## config.mk

```make
export PLATFORM = sky130hd
export DESIGN_NAME = branch_condition_unit
export DESIGN_NICKNAME = d
export VERILOG_FILES = /design/src/rtl/branch_condition_unit.sv
export SDC_FILE = /design/constraint.sdc
export NUM_CORES = 1
export LEC_CHECK = 0
export BUFFER_PORTS_ARGS = -buffer_cell sky130_fd_sc_hd__buf_2
export CAP_MARGIN = 20
export CORE_MARGIN = 2
export CORE_UTILIZATION = 35
export DETAILED_ROUTE_END_ITERATION = 16
export PLACE_DENSITY = 0.61
export SYNTH_ARGS = -nofsm -noshare
export SYNTH_HDL_FRONTEND = slang
export SYNTH_SLANG_ARGS = --single-unit
```

## constraint.sdc

```tcl
create_clock -name clk -period 2 [get_ports clk]
set_input_delay 0.5 -clock clk [delete_from_list [all_inputs] [get_ports clk]]
set_output_delay 0.5 -clock clk [all_outputs]
set_load 0.01 [all_outputs]
```

## src/rtl/branch_condition_unit.sv

```systemverilog
// Resolves 8086-style jump/loop conditions from captured comparator flags and a loop count.
// Define BCU_PERF_CNT_EN to add the saturating taken_count output.
module branch_condition_unit #(
   parameter int CNT_W = 16
) (
   input  logic             clk,
   input  logic             rst,
   input  logic             flag_valid,
   input  logic             bigger,
   input  logic             equal,
   input  logic             smallest,
   input  logic             cnt_load,
   input  logic [CNT_W-1:0] cnt_value,
   input  logic             cond_valid,
   output logic             cond_ready,
   input  logic [3:0]       cond_code,
   output logic             result_valid,
   input  logic             result_ready,
   output logic             taken,
   output logic             error,
   output logic [2:0]       flags_held,
`ifdef BCU_PERF_CNT_EN
   output logic [15:0]      taken_count,
`endif
   output logic [CNT_W-1:0] cnt_out
);

   typedef enum logic [1:0] {IDLE, DEC, EVAL, HOLD} state_t;

   state_t           state_q;
   logic [2:0]       flags_q;
   logic [2:0]       eval_flags_q;
   logic [3:0]       code_q;
   logic [CNT_W-1:0] cnt_q, cnt_d;
   logic             rv_q;
   logic             taken_q;
   logic             err_q;
   logic [2:0]       new_flags;
   logic             flag_ok;
   logic             flag_bad;

   function automatic logic is_onehot(input logic [2:0] f);
      return (f == 3'b100) || (f == 3'b010) || (f == 3'b001);
   endfunction

   function automatic logic resolve(input logic [3:0] code, input logic [2:0] f,
                                    input logic cnz);
      logic b, e, s;
      {b, e, s} = f;
      case (code)
         4'd0:    return e;
         4'd1:    return ~e;
         4'd2:    return b;
         4'd3:    return b | e;
         4'd4:    return s;
         4'd5:    return s | e;
         4'd6:    return 1'b1;
         4'd8:    return cnz;
         4'd9:    return cnz & e;
         4'd10:   return cnz & ~e;
         4'd11:   return ~cnz;
         default: return 1'b0;
      endcase
   endfunction

   assign new_flags = {bigger, equal, smallest};
   assign flag_ok   = flag_valid & is_onehot(new_flags);
   assign flag_bad  = flag_valid & ~is_onehot(new_flags);

   // The decrement owns the count register during DEC; a load that cycle is dropped.
   always_comb begin
      cnt_d = cnt_q;
      if (state_q == DEC)
         cnt_d = cnt_q - CNT_W'(1);
      else if (cnt_load)
         cnt_d = cnt_value;
   end

   always_ff @(posedge clk or posedge rst) begin
      if (rst) begin
         state_q      <= IDLE;
         flags_q      <= 3'b010;
         eval_flags_q <= 3'b010;
         code_q       <= 4'd0;
         cnt_q        <= '0;
         rv_q         <= 1'b0;
         taken_q      <= 1'b0;
         err_q        <= 1'b0;
      end else begin
         if (flag_ok)
            flags_q <= new_flags;
         cnt_q <= cnt_d;
         err_q <= flag_bad | ((state_q == EVAL) && (code_q >= 4'd12));
         case (state_q)
            IDLE: begin
               if (cond_valid) begin
                  code_q <= cond_code;
                  // Snapshot with bypass so later captures cannot touch this decision.
                  eval_flags_q <= flag_ok ? new_flags : flags_q;
                  state_q <= (cond_code inside {4'd8, 4'd9, 4'd10}) ? DEC : EVAL;
               end
            end
            DEC: state_q <= EVAL;
            EVAL: begin
               taken_q <= resolve(code_q, eval_flags_q, cnt_q != '0);
               state_q <= HOLD;
            end
            HOLD: begin
               if (!rv_q) begin
                  rv_q <= 1'b1;
               end else if (result_ready) begin
                  rv_q    <= 1'b0;
                  state_q <= IDLE;
               end
            end
            default: state_q <= IDLE;
         endcase
      end
   end

`ifdef BCU_PERF_CNT_EN
   logic [15:0] tcnt_q;

   always_ff @(posedge clk or posedge rst) begin
      if (rst)
         tcnt_q <= 16'd0;
      else if (rv_q && result_ready && taken_q && (tcnt_q != 16'hFFFF))
         tcnt_q <= tcnt_q + 16'd1;
   end

   assign taken_count = tcnt_q;
`endif

   assign cond_ready   = (state_q == IDLE);
   assign result_valid = rv_q;
   assign taken        = taken_q;
   assign error        = err_q;
   assign flags_held   = flags_q;
   assign cnt_out      = cnt_q;

endmodule

```

==> impl_metrics.tcl <==
set metrics [dict create \
    outcome "finished clean" \
    fp.dieW_um 73.96 \
    worst_pin_slew_ns 0.4620 \
    r2r_setup_slack_ns 0.14 \
    cp_max_fo 8 \
    hpwl_um 3074 \
    vias_per_cell 5.074 \
    place_area_mm2 0.002108 \
    synth_fp_nets 212 \
    synth.largest_area_cell "dfrtp_1" \
    antenna_found_initial 0 \
    synth-seq-cells 31 \
    grtUsageMet1_pct 22.51 \
    ioPinCount 52 \
    cts_sinks 31 \
    vias 1578 \
    arrival_ns 2.08 \
    fin_ws_ns 0.1383 \
    gp_congestion 0.8701 \
    portBuffers 51 \
    worst-path-buf-inv 0 \
    met3_usage_pct 3.659 \
    clk_pin_slew_worst_paths_ns 0.07 \
    cp_num_cells 5 \
    pre_cts_ws_ns 0.1033 \
    start_util_pct 36.26 \
    fin_cells 311 \
    n_antenna_cell 0 \
    worstSetupPathType "reg2reg" \
    ys_async_sr_fraction_pct 100.0 \
    synth_ff_type "dfrtp_1" \
    period_needed_ns 1.862 \
    reg2reg_depth 5 \
    fin_nets 277 \
    skew_ns 0.003815 \
    ys_types 49 \
    drive_gt1_share_pct 36.07 \
    wl_per_cell_um 13.34 \
    die_h_um 73.96 \
    hold_viol_final 0 \
    grt_pass1_wl_um 6768 \
    cp_common_cell "or4_1" \
    cts_buffer_depth 2 \
    synthTopCellsByArea "dfrtp_1 42%, mux2_2 5.9%, nand2_1 5.5%" \
    cts_inserted_buffers 5 \
    grt_max_degree 32 \
    numPlacedInstances 303 \
    finalSetupTns_ns 0 \
    first_iter_violations 126 \
    drc 0 \
    drtAntennaViolNets 0 \
    cp-end-kind "register" \
    seqCellArea_um2 778.2 \
    synth_edf_count 0 \
    worstReg2RegStart "cnt_out[0]" \
    hold_path.class "in2async" \
    cp_slowest_cell "or4_1" \
    startpoint_type "register" \
    cap_violations 0 \
    dr.pass1.iters 4 \
    core.rowCount 25 \
    final_util_pct 47.31 \
    synth_area_mm2 0.001713 \
    finalInstanceArea_mm2 0.002235 \
    ys_warn_count 0 \
    fill_cells 472 \
    worst_hold_slack_ns 0.2892 \
    cts_max_level 2 \
    fp.coreArea_mm2 0.004723 \
    yosysSeqAreaShare_pct 45.43 \
    period_share_pct 93.09 \
    ir_drop_mv 0.5276 \
    synth_top_area_share_pct 42.37 \
    total_power_mw 3.083 \
    powerDensity_mw_per_mm2 1380 \
    met2_usage_pct 24.70 \
    track_usage_pct 16.23 \
    critPathMaxStageDelay_ns 0.58 \
    die_area_mm2 0.005469 \
    cts_setup_buffers 0 \
    rsz0062_at_grt "false" \
    p_leak_nw 1.024 \
    wirelength_um 4148 \
    syn_to_final_growth_pct 30.46 \
    worstPathRequired_ns 2.22 \
    cts-root-buf "clkbuf_8" \
    busiest_layer "met2" \
    critPathTopFamily "simple AND/OR/NAND/NOR gates" \
    drv_slew 0 \
    tritoncts "done" \
    multi_input_area_um2 887.1 \
    path_cells "or4_1 -> nor2_2 -> nand2_2 -> or4_1 -> nand3_1" \
    syn_inst 178 \
    avgSynthCellArea_um2 9.623 \
    overflow 0 \
    r2r_end "cnt_out[7]" \
    setup_viol 0 \
    fmax_ghz 0.5371 \
    max-slew-margin-rel_pct 68.92 \
    clk_latency_ns 0.28 \
    grt_pass1_vias 1425 \
]
[metal layers]
| layer | vias up | part of all wire [%] |
|---|---|---|
| met2 | 51 | 44 |
| met4 | 0 | 1.2 |
| li1 | 798 | - |
| met1 | 724 | 48 |
| met3 | 5 | 6.1 |
| met5 | - | 0 |
[sequential cells by signal, summed over array words and instances (netlist names)]
register / cells
cnt_out: 16
code_q: 4
error: 1
eval_flags_q: 3
flags_held: 3
result_valid: 1
state_q: 2
taken: 1
[worst reg2reg max path, cell delays in order (launching register included)]
cell     delay [ns]
dfrtp_1        0.42
or4_1          0.58
nor2_2         0.15
nand2_2        0.13
or4_1          0.42
nand3_1        0.09
[synth_stat cells, types with 3 or more instances]
cell	number
a21oi_1	12
dfrtp_1	29
ha_1	5
inv_1	9
mux2_2	9
nand2_1	25
nand3_1	6
nor2_1	11
nor2b_1	3
nor3_1	4
nor4_1	3
o211ai_1	4
o21ai_0	9
o311ai_0	4
[layout by cell type, fill, tap and decap left out, types with 3 or more instances in the layout]
master and count:
nand2_1 25, o21ai_0 9, buf_2 51, nand3_1 6, nor3_1 4, ha_1 5
o211ai_1 4, o311ai_1 3, nor2b_1 3, inv_1 9, clkbuf_8 6, mux2_2 9
buf_4 10, nor2_1 10, dfrtp_1 29, nor4_1 3, a21oi_1 12
[timing repair]
action                                  4_1_cts  5_1_grt
gates resized for setup                       0        4
endpoints found under the setup margin        0        4
hold buffers                                  0        0
[cell type report]
| cell class | count | area share (%) |
|---|---|---|
| clock buffer | 6 | 3.695 |
| multi-input combinational | 134 | 39.70 |
| tap | 67 | 3.751 |
| sequential | 31 | 34.83 |
| inverter | 10 | 1.680 |
| clock inverter | 2 | 1.568 |
| timing repair buffer | 61 | 14.78 |
[report_power, final]
part           internal (mW)  total, mW  switching [mW]
Clock                  0.403      0.649           0.246
Combinational          0.619       1.24           0.626
Sequential             0.892       1.19           0.297
[worst max-delay path by stage]
| stage | end | slack [ns] | startpoint |
|---|---|---|---|
| floorplan | cnt_out[12] | 0.07 | cnt_out[5] |
| global placement | taken | 0.13 | cnt_out[0] |
| detailed placement | cnt_out[7] | 0.10 | cnt_out[0] |
| CTS | cnt_out[7] | 0.08 | cnt_out[0] |
| global route | cnt_out[7] | 0.05 | cnt_out[0] |
| finish | cnt_out[7] | 0.14 | cnt_out[0] |
[logic make-up after synthesis]
kind of cell | count (synthesis) | synth area share, %
xor+xnor | 2 | 1.023
simple gates | 65 | 19.50
flops | 31 | 45.43
fa+ha+maj | 5 | 3.652
buf+inv | 13 | 3.287
mux | 10 | 6.501
compound gates | 52 | 20.60
(Power assumes the default switching activity.)
